### src/rtl/riscv_boot_sequencer.sv
// riscv_boot_sequencer
//   Boot controller for the 8-bit RISC-V pipeline core. It works through these
//   phases in order:
//     1. Hold the core in reset.
//     2. Pulse the instruction-memory reset for CLEAR_CYCLES cycles.
//     3. Stream a program from a valid/ready loader port into instruction
//        memory.
//     4. Release the core for run_limit cycles, or until abort when
//        run_limit is 0.
//
// Optional feature (macro BOOT_SEQ_CHECKSUM_EN):
//   Adds a checksum output. Each accepted word updates it as
//   rotate-left-1, then XOR with the word.
//
// Ports:
//   clock, reset        rising-edge clock; synchronous active-high reset
//   start, abort        begin a boot (from IDLE/DONE); return to IDLE
//   run_limit           core run budget in cycles (0 = unbounded)
//   load_valid/data/last, load_ready
//                       loader stream handshake
//   core_reset, imem_reset
//                       resets driven into the core
//   imem_we/addr/data   instruction-memory write port
//                       (one cycle after accept)
//   busy, done, error   status flags; error is sticky until the next start
//   word_count          words written in the last load
//   cycle_count         core cycles elapsed in RUN (saturating)
//   checksum            rolling program checksum (BOOT_SEQ_CHECKSUM_EN only)
module riscv_boot_sequencer #(
  parameter int unsigned PC_SIZE      = 10,
  parameter int unsigned ADDR_STEP    = 4,
  parameter int unsigned CLEAR_CYCLES = 2,
  parameter int unsigned MAX_WORDS    = 256
) (
  input  logic               clock,
  input  logic               reset,
  input  logic               start,
  input  logic               abort,
  input  logic [15:0]        run_limit,
  input  logic               load_valid,
  input  logic [31:0]        load_data,
  input  logic               load_last,
  output logic               load_ready,
  output logic               core_reset,
  output logic               imem_reset,
  output logic               imem_we,
  output logic [PC_SIZE-1:0] imem_addr,
  output logic [31:0]        imem_data,
  output logic               busy,
  output logic               done,
  output logic               error,
  output logic [PC_SIZE:0]   word_count,
  output logic [15:0]        cycle_count
`ifdef BOOT_SEQ_CHECKSUM_EN
  ,
  output logic [31:0]        checksum
`endif
);

  localparam int unsigned       CW       = (CLEAR_CYCLES > 1) ? $clog2(CLEAR_CYCLES) : 1;
  localparam logic [CW-1:0]     CLR_LAST = CW'(CLEAR_CYCLES - 1);
  localparam int unsigned       AW       = $clog2(MAX_WORDS + 1);
  localparam logic [AW-1:0]     ACC_MAX  = AW'(MAX_WORDS);
  localparam logic [AW-1:0]     ACC_LAST = AW'(MAX_WORDS - 1);
  localparam logic [PC_SIZE-1:0] STEP    = PC_SIZE'(ADDR_STEP);

  typedef enum logic [2:0] {
    S_IDLE, S_CLEAR, S_LOAD, S_SETTLE, S_RUN, S_DONE
  } state_t;

  state_t               state, state_next;
  logic [CW-1:0]        clear_cnt;
  logic [AW-1:0]        accept_cnt;
  logic                 we_q;
  logic [PC_SIZE-1:0]   addr_q;
  logic [31:0]          data_q;
  logic                 error_q;
  logic [PC_SIZE:0]     word_cnt_q;
  logic [15:0]          cyc_q;
  logic [31:0]          csum_q;

  logic transfer;
  logic commit;
  logic boot_start;

  // load_ready is already gated by abort, so an accept can never race an abort
  assign transfer   = load_valid & load_ready;
  // A registered write pending during abort is dropped, not committed
  assign commit     = we_q & ~abort;
  assign boot_start = start & ~abort & ((state == S_IDLE) | (state == S_DONE));

  // State register
  always_ff @(posedge clock) begin
    if (reset) state <= S_IDLE;
    else       state <= state_next;
  end

  // Next-state logic
  always_comb begin
    state_next = state;
    if (abort) begin
      state_next = S_IDLE;
    end else begin
      unique case (state)
        S_IDLE:   if (start) state_next = S_CLEAR;
        S_CLEAR:  if (clear_cnt == CLR_LAST) state_next = S_LOAD;
        S_LOAD: begin
          if (transfer) begin
            if (load_last)                    state_next = S_SETTLE;
            else if (accept_cnt == ACC_LAST)  state_next = S_DONE;
          end
        end
        S_SETTLE: state_next = S_RUN;
        S_RUN: begin
          if ((run_limit != 16'd0) && (cyc_q == 16'(run_limit - 16'd1)))
            state_next = S_DONE;
        end
        S_DONE:   if (start) state_next = S_CLEAR;
        default:  state_next = S_IDLE;
      endcase
    end
  end

  // Output logic
  always_comb begin
    load_ready  = (state == S_LOAD) && (accept_cnt < ACC_MAX) && !abort;
    core_reset  = (state != S_RUN) || abort;
    imem_reset  = (state == S_CLEAR) && !abort;
    imem_we     = commit;
    imem_addr   = addr_q;
    imem_data   = data_q;
    busy        = (state != S_IDLE) && (state != S_DONE);
    done        = (state == S_DONE);
    error       = error_q;
    word_count  = word_cnt_q;
    cycle_count = cyc_q;
  end

`ifdef BOOT_SEQ_CHECKSUM_EN
  assign checksum = csum_q;
`endif

  // Datapath: write pipeline, counters and flags
  always_ff @(posedge clock) begin
    if (reset) begin
      clear_cnt  <= '0;
      accept_cnt <= '0;
      we_q       <= 1'b0;
      addr_q     <= '0;
      data_q     <= '0;
      error_q    <= 1'b0;
      word_cnt_q <= '0;
      cyc_q      <= '0;
      csum_q     <= '0;
    end else begin
      we_q <= transfer;
      if (transfer) data_q <= load_data;

      if (boot_start) begin
        clear_cnt  <= '0;
        accept_cnt <= '0;
        addr_q     <= '0;
        error_q    <= 1'b0;
        word_cnt_q <= '0;
        cyc_q      <= '0;
        csum_q     <= '0;
      end else begin
        // Address and word count advance when the write is issued, so an
        // aborted pending write leaves both untouched.
        if (commit) begin
          addr_q     <= addr_q + STEP;
          word_cnt_q <= word_cnt_q + (PC_SIZE+1)'(1);
        end
        if (transfer) begin
          accept_cnt <= accept_cnt + AW'(1);
          csum_q     <= {csum_q[30:0], csum_q[31]} ^ load_data;
          if (!load_last && (accept_cnt == ACC_LAST)) error_q <= 1'b1;
        end
        if (state == S_CLEAR) clear_cnt <= clear_cnt + CW'(1);
        if ((state == S_RUN) && !abort && (cyc_q != 16'hFFFF))
          cyc_q <= cyc_q + 16'd1;
      end
    end
  end

endmodule

### config.mk
export PLATFORM = sky130hd
export DESIGN_NAME = riscv_boot_sequencer
export DESIGN_NICKNAME = d
export VERILOG_FILES = /design/src/rtl/riscv_boot_sequencer.sv
export SDC_FILE = /design/constraint.sdc
export NUM_CORES = 1
export LEC_CHECK = 0
export CAP_MARGIN = 5
export CORE_MARGIN = 1.5
export CORE_UTILIZATION = 45
export CTS_BUF_LIST = sky130_fd_sc_hd__clkbuf_2 sky130_fd_sc_hd__clkbuf_4 sky130_fd_sc_hd__clkbuf_8
export DETAILED_ROUTE_END_ITERATION = 6
export PLACE_DENSITY = 0.79
export SETUP_SLACK_MARGIN = 0.4
export SLEW_MARGIN = 25
export SYNTH_ARGS = -nofsm -noshare
export SYNTH_HDL_FRONTEND = slang
export SYNTH_SLANG_ARGS = --single-unit
### constraint.sdc
create_clock -name clock -period 5.9 [get_ports clock]
set_input_delay 1.18 -clock clock [delete_from_list [all_inputs] [get_ports clock]]
set_output_delay 1.18 -clock clock [all_outputs]
set_load 0.02 [all_outputs]
==> results of run 1 <==
==> state kept, by name, indices dropped and copies added (netlist names) <==
register and cells:
imem_addr 8, word_count 11, cycle_count 16, clear_cnt 1, state 3, error 1, accept_cnt 9, imem_data 32
we_q 1
==> critical path: stages <==
cell,delay [ps]
clkdlybuf4s50_1,550
nor3_1,360
inv_1,130
clkdlybuf4s50_1,560
==> cells in the final DEF, fill, tap and decap left out, drive strengths merged, types with 8 or more instances in the layout <==
master / count
nor2: 61
nor3: 11
xnor2: 21
inv: 13
dfxtp: 82
nand3: 8
a21oi: 42
nand2: 88
xor2: 30
clkbuf: 9
o21ai: 9
and3: 10
nand4: 15
clkdlybuf4s50: 127
==> power by group <==
part / switching (mW) / leakage (nW) / internal [mW]
Combinational: 0.0381 / 1.14 / 0.0459
Clock: 0.215 / 0.0966 / 0.199
Sequential: 0.00183 / 0.660 / 0.554
Total: 0.255 / 1.90 / 0.799
==> logic make-up (layout without fill, tap and decap cells) <==
family          count (synthesis)  in the layout  synth area share, %
simple gates                  232            232                 28.4
fa+ha+maj                       7              7                 2.20
buf+inv                        37            158                 4.00
mux                             5              5                 1.26
other cells                     1              2               0.0944
compound gates                 75             75                 11.5
flops                          82             82                 41.3
xor+xnor                       51             51                 11.2
==> worst paths after layout <==
path	startpoint	end	slack, ps	cells past startpoint
worst max-delay path	abort	core_reset	1940	4
worst min-delay path	imem_data[14]$_SDFFE_PP0P_	imem_data[14]$_SDFFE_PP0P_	460	2
worst max register to register	state[2]$_SDFFE_PP0P_	cycle_count[8]$_SDFFE_PP0P_	3690	7
worst min register to register	imem_data[14]$_SDFFE_PP0P_	imem_data[14]$_SDFFE_PP0P_	460	2
==> cell type report <==
cell class                 count  area (um^2)  share of cell area (%)
multi-input combinational    372         2180                    39.6
sequential                    82         1640                    29.8
timing repair buffer         132         1310                    23.8
tap                          108          135                    2.46
clock buffer                   9          124                    2.25
clock inverter                 7         76.3                    1.39
inverter                      10         37.5                   0.682
==> metrics by stage <==
stage | util [%] | worst slack (ps) | total power [mW]
4_1_cts | 63.7 | 1940 | 1.06
6_report | 63.7 | 1940 | 1.05
2_1_floorplan | - | 2870 | 0.604
3_3_place_gp | 61.4 | 1950 | 0.651
5_1_grt | 63.7 | 1830 | 1.10
3_5_place_dp | 61.4 | 1930 | 0.652
==> per-layer routing <==
metal	wire, um	global-route usage, %
met4	53	5.80
met5	0	0
met3	899	8.38
met2	4840	36.8
met1	4130	23.6
==> flow_summary.yaml, run 1 <==
worst_hold_path:
  hold_class: "register to register"
timing:
  skew_ps: 10.2
  grt_setup_unrepaired: "false"
  period_share_pct: 67.2
  fmax_mhz: 252
  setup_tns_ps: 0
  drv_slew: 0
  hold_violations: 0
  setup-violations-final: 0
  period_minus_slack_ps: 3960
  timing.hold.ws_ps: 457
clocking:
  root_buffer: "clkbuf_8"
  htree_levels: 3
  clkTransAtPathRegs_ps: 90
  clockBufferDepth: 2
  clk_latency_ps: 350
  cts_buffers: 9
  cts_tree: "done"
  post_cts_resized: 0
  clkSinkCount: 82
  hold_buffers: 0
  cts_setup_buffers: 0
layout:
  stdcell_count: 720
  nFillCells: 750
  syn_to_final_growth_pct: 38.5
  diodes: 0
  fin_area_um2: 5500
  drive_above_1_share_pct: 4.74
  fin_nets: 668
flow_run:
  drv_cap: 0
synthesis:
  post-synth-top-count-cell: "nand2_1"
  yosysUniqueCellTypes: 58
  ys.warnings.count: 0
  ys_async_sr_fraction_pct: 0
  synth_common_cells: "nand2_1 (88), dfxtp_1 (82), nor2_1 (60)"
  synth_seq_cells: 82
  synth_cells: 490
  syn_area_um2: 3970
  synth_edf_count: 0
  synth_top_area_share_pct: 41.3
  synthTopCellsByArea: "dfxtp_1 (41%), nand2_1 (8.3%), xor2_1 (6.6%)"
  synth_top_flop_cell: "dfxtp_1"
  seq_area_frac_synth_pct: 41.3
  yosys.area.top_type: "dfxtp_1"
  syn_avg_cell_area_um2: 8.11
setup_path:
  worstSetupPathType: "input pin to output port"
  critPathCaptureType: "output port"
  startpoint_type: "input pin"
  crit_path_max_fanout: 7
  crit_required_ps: 4720
  critical_path_arrival_ps: 2780
detailed_routing:
  drc: 0
  drt-pass1-iter-count: 4
  drt-total-wl_um: 9920
  wire_per_inst_um: 13.8
  ant_nets: 0
  vias: 3738
  drt_iter0_drc: 91
  viasPerCell: 5.19
floorplanning:
  die_h_um: 97.0
  dieArea_um2: 9400
  initial_core_util_pct: 46.0
  fp.dieW_um: 97.0
  core_um2: 8640
  io_pins: 130
  num_rows: 34
global_route:
  grtUsageTotal_pct: 21.0
  grt_pass1_vias: 3719
  overflow: 0
  grt_max_degree: 47
  antenna_found_initial: 0
  grt_pass1_wl_um: 16600
place:
  port_buffers: 127
  placed_area_um2: 5300
  hpwl_um: 7160
  numPlacedInstances: 704
  gp_congestion: 0.807
power:
  power_leakage_nw: 1.90
  powerDensity_nw_per_um2: 191
  ir_worst_vdd_mv: 0.161
status:
  status: "finished, final reports clean"
(Power assumes the default switching activity.)
==> run 2, diff against run 1 <==
- clock period: 5.9 -> 3.7 ns (I/O delays scaled with it)
==> flow_summary.yaml, run 2 (synthesis gave the netlist of run 1 again) <==
global_route:
  grt_max_degree: 47
  grt_pass1_wl_um: 17000
  overflow: 0
  grtUsageTotal_pct: 21.2
  antenna_found_initial: 0
  grt_pass1_vias: 3766
place:
  placed_area_um2: 5300
  gp_congestion: 0.838
  port_buffers: 127
  hpwl_um: 7090
detailed_routing:
  ant_nets: 0
  wire_per_inst_um: 13.7
  drt_iter0_drc: 154
  vias: 3801
  drt-total-wl_um: 9880
  drc: 0
  drt-pass1-iter-count: 4
  viasPerCell: 5.28
worst_hold_path:
  min_from: "imem_data[12]$_SDFFE_PP0P_"
  hold_class: "register to register"
  min_delay_path_depth: 2
floorplanning:
  dieArea_um2: 9400
  die_h_um: 97.0
  fp.dieW_um: 97.0
  io_pins: 130
  core_um2: 8640
  num_rows: 34
  initial_core_util_pct: 46.0
timing:
  setup_tns_ps: 0
  grt_setup_unrepaired: "false"
  period_share_pct: 82.7
  drv_slew: 0
  fmax_mhz: 327
  period_minus_slack_ps: 3060
  timing.hold.ws_ps: 459
  setup-violations-final: 0
  hold_violations: 0
  skew_ps: 11.1
clocking:
  clkTransAtPathRegs_ps: 90
  htree_levels: 3
  clockBufferDepth: 2
  clk_latency_ps: 340
  clkSinkCount: 82
  root_buffer: "clkbuf_8"
  post_cts_resized: 0
  cts_setup_buffers: 0
  cts_buffers: 9
  hold_buffers: 0
  cts_tree: "done"
setup_path:
  cp_top_family: "buffers and inverters"
  crit_path_max_fanout: 7
  rr_startpoint: "accept_cnt[0]$_SDFFE_PP0P_"
  path_cells: "clkdlybuf4s50_1 -> nor3_1 -> inv_1 -> clkdlybuf4s50_1"
  critPathCaptureType: "output port"
  crit_required_ps: 2960
  slowest_stage: "clkdlybuf4s50_1"
  critPathLaunch: "abort"
  critical_path_arrival_ps: 2320
  worst-path-stages: 4
  startpoint_type: "input pin"
  rr_worst_depth: 10
  critPathMaxStageDelay_ps: 580
  cp_common_cell: "clkdlybuf4s50_1"
  worstSetupPathType: "input pin to output port"
  cp_num_buf_inv: 3
power:
  power_leakage_nw: 1.91
  powerDensity_nw_per_um2: 316
  power_mw: 1.75
  ir_worst_vdd_mv: 0.238
layout:
  mostFrequentLayoutCells: "clkdlybuf4s50_1 (127), nand2_1 (88), dfxtp_1 (82)"
  diodes: 0
  nFillCells: 731
  final_util_pct: 64.0
  fin_nets: 668
  drive_above_1_share_pct: 4.74
  fin_area_um2: 5530
  syn_to_final_growth_pct: 39.1
  largest_reg_flops: 32
  layout_commonest_cell: "clkdlybuf4s50_1"
flow_run:
  drv_cap: 0
status:
  status: "finished, final reports clean"
## run 2: changes by cell type in the layout (fill, tap and decap cells not counted), sizes merged
cell / before / now
inv: 13 / 12
clkinvlp: 2 / 3
bufinv: 1 / 2
clkinv: 1 / 0
## run 2: routing by layer
metal / track usage (%) / up-vias / routed length [um]
met5: 0 / - / 0
met4: 4.57 / 0 / 80
met3: 8.53 / 9 / 864
met2: 36.3 / 118 / 4760
met1: 25.1 / 1779 / 4180
li1: - / 1895 / -
## run 2: area by class of cell
class                   count  area (um^2)  share of cell area, %
clock buffers               9          124                   2.24
clock inverters             7          100                   1.81
inverters                  10         37.5                  0.679
multi-input cells         372         2180                   39.4
flip-flops and latches     82         1640                   29.7
well taps                 108          135                   2.45
repair buffers            132         1310                   23.7
## run 2: path summary, 6_finish.rpt
path / end / slack (ps)
max: core_reset / 640
max reg2reg: state[0]$_SDFFE_PP0P_ / 1450
min reg2reg: imem_data[12]$_SDFFE_PP0P_ / 460
min: imem_data[12]$_SDFFE_PP0P_ / 460
## run 2: metrics by stage
stage                     instances  setup WS, ps
final                           720           638
after CTS                       720           654
after detailed placement        704           365
after global placement          704           514
after floorplan                 491          1110
after global routing            720           500
## run 2: report_power, final
| part | internal [mW] | total [mW] | switching, mW | leakage (nW) |
|---|---|---|---|---|
| clock network | 0.385 | 0.727 | 0.342 | 0.102 |
| logic | 0.0731 | 0.135 | 0.0617 | 1.14 |
| registers | 0.883 | 0.886 | 0.00276 | 0.660 |
## run 2: tightest hold or removal path, delay by kind of cell, from the launching register on
| family | cells | cell delay (ps) |
|---|---|---|
| AO/OA/AOI/OAI | 1 | 50 |
| flip-flops | 1 | 320 |
| AND/OR/NAND/NOR | 1 | 50 |
